$ cat src/rtl/pipelined_addsub.sv
// ---------------------------------------------------------------------------
// pipelined_addsub
//
// Pipelined N-bit adder/subtractor with optional saturation and a
// valid/ready handshake on both sides. The carry chain is cut into STAGES
// segments of W = N/STAGES bits. Stage k adds segment k using the carry that
// stage k-1 registered. Stage 0 uses the transformed carry-in.
//
// Handshake (strict valid/ready):
//   A beat transfers on a rising clk edge where valid & ready are both 1.
//   The producer holds the beat stable until it transfers. in_ready is
//   ~out_valid | out_ready. When in_ready is 0 the whole pipeline freezes,
//   so out_valid and every result output hold until out_ready is 1.
//   An empty slot travels through the pipe as a cleared valid bit.
//
// Ports:
//   clk, rst           rising-edge clock, synchronous active-high reset
//   in_valid/in_ready  operand beat handshake
//   a, b, cin          operands and carry/borrow in
//   sub_en             1: a - b - cin, 0: a + b + cin
//   signed_en          two's-complement flags and saturation
//   sat_en             clamp the result on overflow
//   out_valid/out_ready result beat handshake
//   sum                result (raw or saturated)
//   cout               raw carry out of bit N-1
//   negative_flag      signed_en & sum[N-1] (after saturation)
//   overflow_flag      overflow of the raw result
//   zero_flag          sum == 0 (after saturation)
// ---------------------------------------------------------------------------
module pipelined_addsub #(
  parameter int N      = 64,
  parameter int STAGES = 4
) (
  input  logic         clk,
  input  logic         rst,
  input  logic         in_valid,
  output logic         in_ready,
  input  logic [N-1:0] a,
  input  logic [N-1:0] b,
  input  logic         cin,
  input  logic         sub_en,
  input  logic         signed_en,
  input  logic         sat_en,
  output logic         out_valid,
  input  logic         out_ready,
  output logic [N-1:0] sum,
  output logic         cout,
  output logic         negative_flag,
  output logic         overflow_flag,
  output logic         zero_flag
);

  localparam int W = N / STAGES;
  localparam int L = STAGES - 1;

  // Per-stage pipeline registers. Each stage holds the operands, which form
  // the skew path for the segments still to be added, the partial result with
  // the finished lower segments, and the carry out of its own segment.
  logic [STAGES-1:0] valid_q;
  logic [N-1:0]      a_q     [STAGES];
  logic [N-1:0]      b_q     [STAGES];
  logic [N-1:0]      res_q   [STAGES];
  logic [STAGES-1:0] carry_q;
  logic [STAGES-1:0] sub_q;
  logic [STAGES-1:0] sgn_q;
  logic [STAGES-1:0] sat_q;

  // Result registers. These form the output side of the last stage.
  logic [N-1:0] sum_q;
  logic         cout_q;
  logic         neg_q;
  logic         ovf_q;
  logic         zero_q;

  // Inputs to each stage. Stage 0 reads the ports. Stage k reads stage k-1.
  logic [STAGES-1:0] src_valid;
  logic [N-1:0]      src_a   [STAGES];
  logic [N-1:0]      src_b   [STAGES];
  logic [N-1:0]      src_res [STAGES];
  logic [STAGES-1:0] src_carry;
  logic [STAGES-1:0] src_sub;
  logic [STAGES-1:0] src_sgn;
  logic [STAGES-1:0] src_sat;

  // Next-state values from each stage's segment adder.
  logic [N-1:0]      res_d   [STAGES];
  logic [STAGES-1:0] carry_d;

  // Final-stage flag and saturation logic.
  logic [N-1:0] raw;
  logic         raw_carry;
  logic         a_msb;
  logic         b_msb;
  logic         ovf_d;
  logic [N-1:0] sat_val;
  logic [N-1:0] sum_d;
  logic         neg_d;
  logic         zero_d;

  logic advance;

  // Any free slot at the output lets the whole pipe move forward by one.
  assign advance  = ~valid_q[L] | out_ready;
  assign in_ready = advance;

  // Stage source selection.
  always_comb begin
    src_valid    = '0;
    src_carry    = '0;
    src_sub      = '0;
    src_sgn      = '0;
    src_sat      = '0;
    src_valid[0] = in_valid;
    src_a[0]     = a;
    // Subtraction is a + ~b + ~cin. The borrow-in becomes an inverted carry.
    src_b[0]     = sub_en ? ~b : b;
    src_carry[0] = sub_en ^ cin;
    src_res[0]   = '0;
    src_sub[0]   = sub_en;
    src_sgn[0]   = signed_en;
    src_sat[0]   = sat_en;
    for (int k = 1; k < STAGES; k++) begin
      src_valid[k] = valid_q[k-1];
      src_a[k]     = a_q[k-1];
      src_b[k]     = b_q[k-1];
      src_res[k]   = res_q[k-1];
      src_carry[k] = carry_q[k-1];
      src_sub[k]   = sub_q[k-1];
      src_sgn[k]   = sgn_q[k-1];
      src_sat[k]   = sat_q[k-1];
    end
  end

  // Segment adders. Stage k fills in bits [k*W +: W] and keeps lower ones.
  always_comb begin
    logic [W:0] seg;
    seg     = '0;
    carry_d = '0;
    for (int k = 0; k < STAGES; k++) begin
      seg = {1'b0, src_a[k][k*W +: W]}
          + {1'b0, src_b[k][k*W +: W]}
          + {{W{1'b0}}, src_carry[k]};
      res_d[k]            = src_res[k];
      res_d[k][k*W +: W]  = seg[W-1:0];
      carry_d[k]          = seg[W];
    end
  end

  // Flags and saturation on the fully assembled raw result.
  always_comb begin
    raw       = res_d[L];
    raw_carry = carry_d[L];
    a_msb     = src_a[L][N-1];
    b_msb     = src_b[L][N-1];
    ovf_d     = 1'b0;
    sat_val   = '0;
    if (src_sgn[L]) begin
      // Signed overflow: the operand signs match and the result sign differs.
      ovf_d   = (a_msb == b_msb) & (raw[N-1] != a_msb);
      sat_val = a_msb ? {1'b1, {(N-1){1'b0}}} : {1'b0, {(N-1){1'b1}}};
    end else if (src_sub[L]) begin
      // A missing carry out of a + ~b + 1 is a borrow.
      ovf_d   = ~raw_carry;
      sat_val = '0;
    end else begin
      ovf_d   = raw_carry;
      sat_val = '1;
    end
    sum_d  = (src_sat[L] & ovf_d) ? sat_val : raw;
    neg_d  = src_sgn[L] & sum_d[N-1];
    zero_d = (sum_d == '0);
  end

  // Register stages. The data registers load on every advance, even for an
  // empty slot. The valid bit alone tells a real beat from an empty one.
  always_ff @(posedge clk) begin
    if (rst) begin
      valid_q <= '0;
      carry_q <= '0;
      sub_q   <= '0;
      sgn_q   <= '0;
      sat_q   <= '0;
      for (int k = 0; k < STAGES; k++) begin
        a_q[k]   <= '0;
        b_q[k]   <= '0;
        res_q[k] <= '0;
      end
      sum_q  <= '0;
      cout_q <= 1'b0;
      neg_q  <= 1'b0;
      ovf_q  <= 1'b0;
      zero_q <= 1'b0;
    end else if (advance) begin
      valid_q <= src_valid;
      carry_q <= carry_d;
      sub_q   <= src_sub;
      sgn_q   <= src_sgn;
      sat_q   <= src_sat;
      for (int k = 0; k < STAGES; k++) begin
        a_q[k]   <= src_a[k];
        b_q[k]   <= src_b[k];
        res_q[k] <= res_d[k];
      end
      sum_q  <= sum_d;
      cout_q <= raw_carry;
      neg_q  <= neg_d;
      ovf_q  <= ovf_d;
      zero_q <= zero_d;
    end
  end

  assign out_valid     = valid_q[L];
  assign sum           = sum_q;
  assign cout          = cout_q;
  assign negative_flag = neg_q;
  assign overflow_flag = ovf_q;
  assign zero_flag     = zero_q;

endmodule
$ cat config.mk
export PLATFORM = sky130hd
export DESIGN_NAME = pipelined_addsub
export DESIGN_NICKNAME = d
export VERILOG_FILES = /design/src/rtl/pipelined_addsub.sv
export SDC_FILE = /design/constraint.sdc
export NUM_CORES = 1
export LEC_CHECK = 0
export CORE_ASPECT_RATIO = 0.8
export CORE_MARGIN = 1.5
export CORE_UTILIZATION = 25
export DETAILED_ROUTE_END_ITERATION = 16
export GPL_TIMING_DRIVEN = 0
export PLACE_DENSITY = 0.51
export SLEW_MARGIN = 20
export SYNTH_ARGS = -nofsm -noshare
export SYNTH_HDL_FRONTEND = slang
export SYNTH_SLANG_ARGS = --single-unit
export TNS_END_PERCENT = 10
$ cat constraint.sdc
create_clock -name clk -period 25.4 [get_ports clk]
set_clock_uncertainty 0.2 [all_clocks]
set_input_delay 5.08 -clock clk [delete_from_list [all_inputs] [get_ports clk]]
set_output_delay 5.08 -clock clk [all_outputs]
set_load 0.005 [all_outputs]
* Word level (Yosys, flattened, before mapping)
Memory sizes are Yosys's and may differ from the RTL's.
Cells that the tools add are included.
** Operators by class
- Add/subtract/negate cells :: 8
- Equal/unequal tests :: 2
- Mux-type cells :: 24
- Bitwise gates (word level) :: 20
- Reduce and logical (&&, ||, !) cells :: 1
** Operators with widths (count)
- 64-bit 2-to-1 mux :: 17
- 16-bit by 16-bit adder with 17-bit output :: 4
- 17-bit by 1-bit adder with 17-bit output :: 4
- 64-bit zero test :: 1
- 64-bit inverter :: 1
- 1-bit OR :: 13
- 1-bit 2-to-1 mux :: 7
- 1-bit AND :: 3
- 1-bit inverter :: 2
- 1-bit equality test :: 1
- 1-bit != test :: 1
- 1-bit bitwise XOR :: 1
** Word-level totals
- Flip-flop bits (word level) :: 84
- Memory bits (writable) :: 768
- Bits of input ports :: 136
- Output and inout port bits :: 70
- Logic and storage cells :: 68
- Memories kept :: 3
** Memory list
- a_q :: depth 4, width 64, rd ports 3, clocked after Yosys merged registers in 0, write ports 4, line 60 : logic [N-1:0] a_q [STAGES];
- b_q :: depth 4, width 64, rd ports 3, clocked after Yosys merged registers in 0, write ports 4, line 61 : logic [N-1:0] b_q [STAGES];
- res_q :: depth 4, width 64, rd ports 3, clocked after Yosys merged registers in 0, write ports 4, line 62 : logic [N-1:0] res_q [STAGES];

* Longest topological paths before layout
An unclocked memory read counts as a cell.
- Word-level depth :: 9
- Gate-level depth with buffers :: 15
- Mapped depth without buffers :: 13

* Least setup slack after synthesis
OpenSTA, ideal clock, no wires.
- Path type :: input to register
- Start :: in out_ready
- End :: mem a_q[1][36], in the netlist a_q[0][100], enable pin
- Setup time :: 0.639 ns
- Data arrival time :: 11.291 ns
- Required time :: 24.561 ns
- Slack :: 13.270 ns
- Stages :: 6
- Buffers on the path :: 2
- Cells stage by stage :: nor2b_1 -> clkbuf_1 -> inv_1 -> clkbuf_1 -> nor2_1 -> inv_1
** RTL lines
- from (decl) :: line 45 : input logic out_ready,
- to (decl) :: line 60

* Worst setup path in the final report
- Start :: in out_ready
- End :: out in_ready
** On the way
- Longest elaborated chain between the ends :: 1
** Ends and longest elaborated chain
- 1-bit OR :: line 103 : assign advance = ~valid_q[L] | out_ready;
- to (decl) :: line 37 : output logic in_ready,
No other way between the ends.

==> impl.org <==
** Worst hold path
- In this run the worst hold path is classified as flop to flop.

** Finish
- Utilization after layout :: 0.325
- Fraction of final layout cells with drive strength greater than 1 :: 0.0523
- Area used by multi-input combinational logic :: 0.00616 mm^2
- After the last flow step, the layout net total stands at 1909.
- The filler cells instantiated in the layout total 6707.
- Summing all flip-flop and latch instances after layout gives 0.0103 mm^2.
- The area growth from synthesis to layout is 27.5%.

** STA
- Final worst path period need :: 12850 ps
- The total count of hold-check failures in the final report is 0.
- In the finished design, the share of the clock period the worst path needs comes to 0.506.
- Setup repair after global routing missed its margin :: false
- Slew Limit Headroom :: 0.299
- Static timing analysis puts the maximum clock frequency at 77.8 MHz.
- For the final routed database, the setup TNS stands at 0 ps.
- Setup violations remaining at the end of the flow were counted as 0.
- At the pin with the least slew margin, the transition time is 1050 ps.
- Max-slew violation count :: 0

** Floorplanning
- Initial Utilization :: 0.255
- The die is 293 um wide.
- The region available for standard cell placement spans 0.0662 mm^2.
- Top-Level Pins :: 206
- The die covers 0.0691 mm^2.
- Measured along the y axis, the die boundary spans 235 um.
- The initialized floorplan defines 84 standard-cell rows.

** Status
- Outcome :: finished, final reports clean

** CTS
- For the worst-skew pair, the clock arrives at the later sink with an insertion delay of 560 ps.
- H-tree lvl count :: 2
- After clock tree synthesis, the clock-pin slew on the worst setup and hold paths is 60 ps.
- # hold bufs at CTS :: 0
- Number of buffers added by the clock tree synthesis step :: 43
- The tree built by TritonCTS fans out to 372 sinks.
- Counting along the longest clock path gives a buffer depth of 3.
- TritonCTS clock tree :: built
- The number of gates resized after CTS was 0.
- After clock tree synthesis, the setup repair step added 0 buffers.
- The root buffer cell chosen for the clock tree is sky130_fd_sc_hd__clkbuf_16.

** Global route
- Global routing finished with a remaining overflow of 0.
- Global Route Usage Sum :: 0.127
- The via count of the first global-routing pass is 11400.
- Entering global routing, the biggest net connects 114 pins.
- The initial antenna violation count is 4.
- The first global-routing pass estimated 66400 um of wire.

** Logic synthesis
- Cell count after synthesis :: 1454
- Sequential element share of the synthesized area :: 0.612
- Yosys printed 0 warnings.
- The biggest area contributor in the post-synthesis netlist is sky130_fd_sc_hd__edfxtp_1.
- Of the post-synthesis cell area, the dominant cell type holds 0.513.
- The number of nets in the synthesized netlist is 1658.
- Synthesis-stage register bit count :: 372
- Mapped cell area :: 0.0169 mm^2
- Post-synth ARST share :: 0
- Cell types occupying the most area after synthesis :: sky130_fd_sc_hd__edfxtp_1 51%, sky130_fd_sc_hd__dfxtp_1 10%, sky130_fd_sc_hd__and2_1 7.2%
- Synth unique cells :: 55
- Counting flops with a built-in enable in the synthesized netlist gives 288.
- Post-Syn Area per Cell :: 11.6 um^2
- For this run, the leading register cell type out of synthesis is sky130_fd_sc_hd__edfxtp_1.

** Routing
- Detail-routed via count per cell :: 4.30
- After the first detailed-routing iteration, the DRC count stood at 518.
- Total iterations of the first detailed-routing run :: 4
- Across all layers, the routed design uses 11200 vias.
- Once detail routing completed, the nets flagged for antenna violations numbered 0.
- The final layout contains routed wiring with a total length of 44200 um.
- Dividing the detail-routed wire length by the instance count gives 17.0 um.
- For this run, design rule violations remaining after detail routing come to 0.

** Place
- Count of input and output buffers :: 203
- Summed over all nets, the half-perimeter wirelength after detailed placement is 33200 um.
- The congestion estimate from routability-driven global placement came to 0.814.

** Worst setup path
- Worst Setup End Kind :: primary output
- Traced cell by cell, the critical path runs through clkdlybuf4s50_1 -> nor2b_1 -> clkbuf_1 -> inv_1 -> clkbuf_1 -> clkbuf_1 -> clkdlybuf4s50_1.
- Data on the critical path is required at its endpoint by 20120 ps.
- Critical path class :: input pin to primary output
- Critical Path Most Common Cell :: sky130_fd_sc_hd__clkbuf_1
- Setup crit start kind :: input pin
- Largest fanout of any net on the critical path :: 10
- In this design, the stage delay of the slowest critical-path cell is 710 ps.
- The slowest stage of the critical path is the sky130_fd_sc_hd__clkdlybuf4s50_1 cell.
- CP Data Arrival Time :: 7570 ps

** Power and ir drop
- For this design the static power due to leakage is 0.00850 uW.
- Across the VDD grid, the largest voltage drop is 0.0401 mV.
- Cell area power density :: 70.4 mW/mm^2

** Job
- Count of max-cap constraint violations :: 0
## layout make-up
class | instances | area share
Inverter | 22 | 0.00419
Clock buffer | 51 | 0.0524
Antenna cell | 1 | 0.000116
Buffer | 75 | 0.0141
Sequential cell | 372 | 0.480
Clock inverter | 29 | 0.0148
Tap cell | 860 | 0.0500
Multi-Input combinational cell | 985 | 0.286
Timing Repair Buffer | 206 | 0.0976
## critical path: cells and delay by family
family | cells | cell delay (ps)
buf+inv | 6 | 2430
simple gates | 1 | 60
## registers in the layout, indices dropped and copies added (netlist names), 3 cells and up
signal and count:
sub_q 3, sum 64, a_q 96, b_q 96, sat_q 3, carry_q 3
sgn_q 3, res_q 96, valid_q 4
## cell usage after synthesis, types with 9 or more instances
cell type                    n
sky130_fd_sc_hd__dfxtp_1    84
sky130_fd_sc_hd__nand2_1    55
sky130_fd_sc_hd__ha_1       60
sky130_fd_sc_hd__inv_1      22
sky130_fd_sc_hd__nor4_1     15
sky130_fd_sc_hd__xnor2_1    71
sky130_fd_sc_hd__edfxtp_1  288
sky130_fd_sc_hd__nor2_1    189
sky130_fd_sc_hd__xor2_1     40
sky130_fd_sc_hd__and2_1    195
sky130_fd_sc_hd__a21o_1     13
sky130_fd_sc_hd__a21oi_1   116
sky130_fd_sc_hd__o21a_1      9
sky130_fd_sc_hd__clkbuf_1   58
sky130_fd_sc_hd__o21ai_0    25
sky130_fd_sc_hd__nor3_1     84
sky130_fd_sc_hd__nand3_1    15
## report_power, final
part	leakage (uW)	switching [uW]	internal (uW)
logic	0.00371	82.3	79.3
clock network	0.000701	252	380
registers	0.00409	17.9	702
## final timing paths
check / start / end / slack (ps) / cells past startpoint
setup / recovery: out_ready / in_ready / 12550 / 7
hold / removal: sub_q[0] / sub_q[0] / 250 / 2
setup reg to reg: carry_q[2] / sum[20] / 21220 / 13
hold reg to reg: sub_q[0] / sub_q[0] / 250 / 2
## cells in the final DEF, fill, tap and decap left out, types with 7 or more instances in the layout
cell type and count:
sky130_fd_sc_hd__clkdlybuf4s50_1 203, sky130_fd_sc_hd__edfxtp_1 288, sky130_fd_sc_hd__nor2_1 189, sky130_fd_sc_hd__xnor2_1 71, sky130_fd_sc_hd__nand3_1 15, sky130_fd_sc_hd__nor3_1 84, sky130_fd_sc_hd__nor4_1 15, sky130_fd_sc_hd__nor2b_1 8
sky130_fd_sc_hd__xor2_1 40, sky130_fd_sc_hd__and2_1 195, sky130_fd_sc_hd__dfxtp_1 84, sky130_fd_sc_hd__buf_2 7, sky130_fd_sc_hd__o21ai_1 7, sky130_fd_sc_hd__clkinv_1 11, sky130_fd_sc_hd__ha_1 60, sky130_fd_sc_hd__o21ai_0 25
sky130_fd_sc_hd__a21oi_1 116, sky130_fd_sc_hd__nand2_1 55, sky130_fd_sc_hd__buf_1 8, sky130_fd_sc_hd__o21a_1 9, sky130_fd_sc_hd__clkbuf_16 44, sky130_fd_sc_hd__clkbuf_1 62, sky130_fd_sc_hd__inv_1 21, sky130_fd_sc_hd__a21o_1 13
sky130_fd_sc_hd__fa_1 8
## routing by layer
layer | vias to the layer above | global-route usage | part of all wire
met2 | 235 | 0.189 | 0.42
met5 | - | 0 | 0.00029
met4 | 2 | 0.0336 | 0.016
met3 | 52 | 0.0368 | 0.064
li1 | 5627 | - | -
met1 | 5280 | 0.179 | 0.50
## per-stage QoR
step	cells	worst slack [ps]	hold WS [ps]	total power [uW]	cell area, um^2
after floorplan	1454	13270	232	820	16900
final	2601	12550	253	1510	21500
after global placement	2517	9810	239	896	20000
after CTS	2600	12490	253	1540	21500
after global routing	2600	12300	280	1580	21500
after detailed placement	2520	12500	247	897	20100
## cell families (layout without fill, tap and decap cells)
kind of cell             count (synthesis)  count (layout)  share of synthesized area
AO/OA/AOI/OAI                          209             209                     0.0730
AND/OR/NAND/NOR                        595             595                      0.179
buffers and inverters                   97             383                     0.0226
adder cells (fa/ha/maj)                 68              68                     0.0540
flip-flops                             372             372                      0.612
other                                    0               1                          0
multiplexers                             2               2                    0.00119
XOR/XNOR                               111             111                     0.0576
Note: power is estimated with default switching activity, not from simulation.
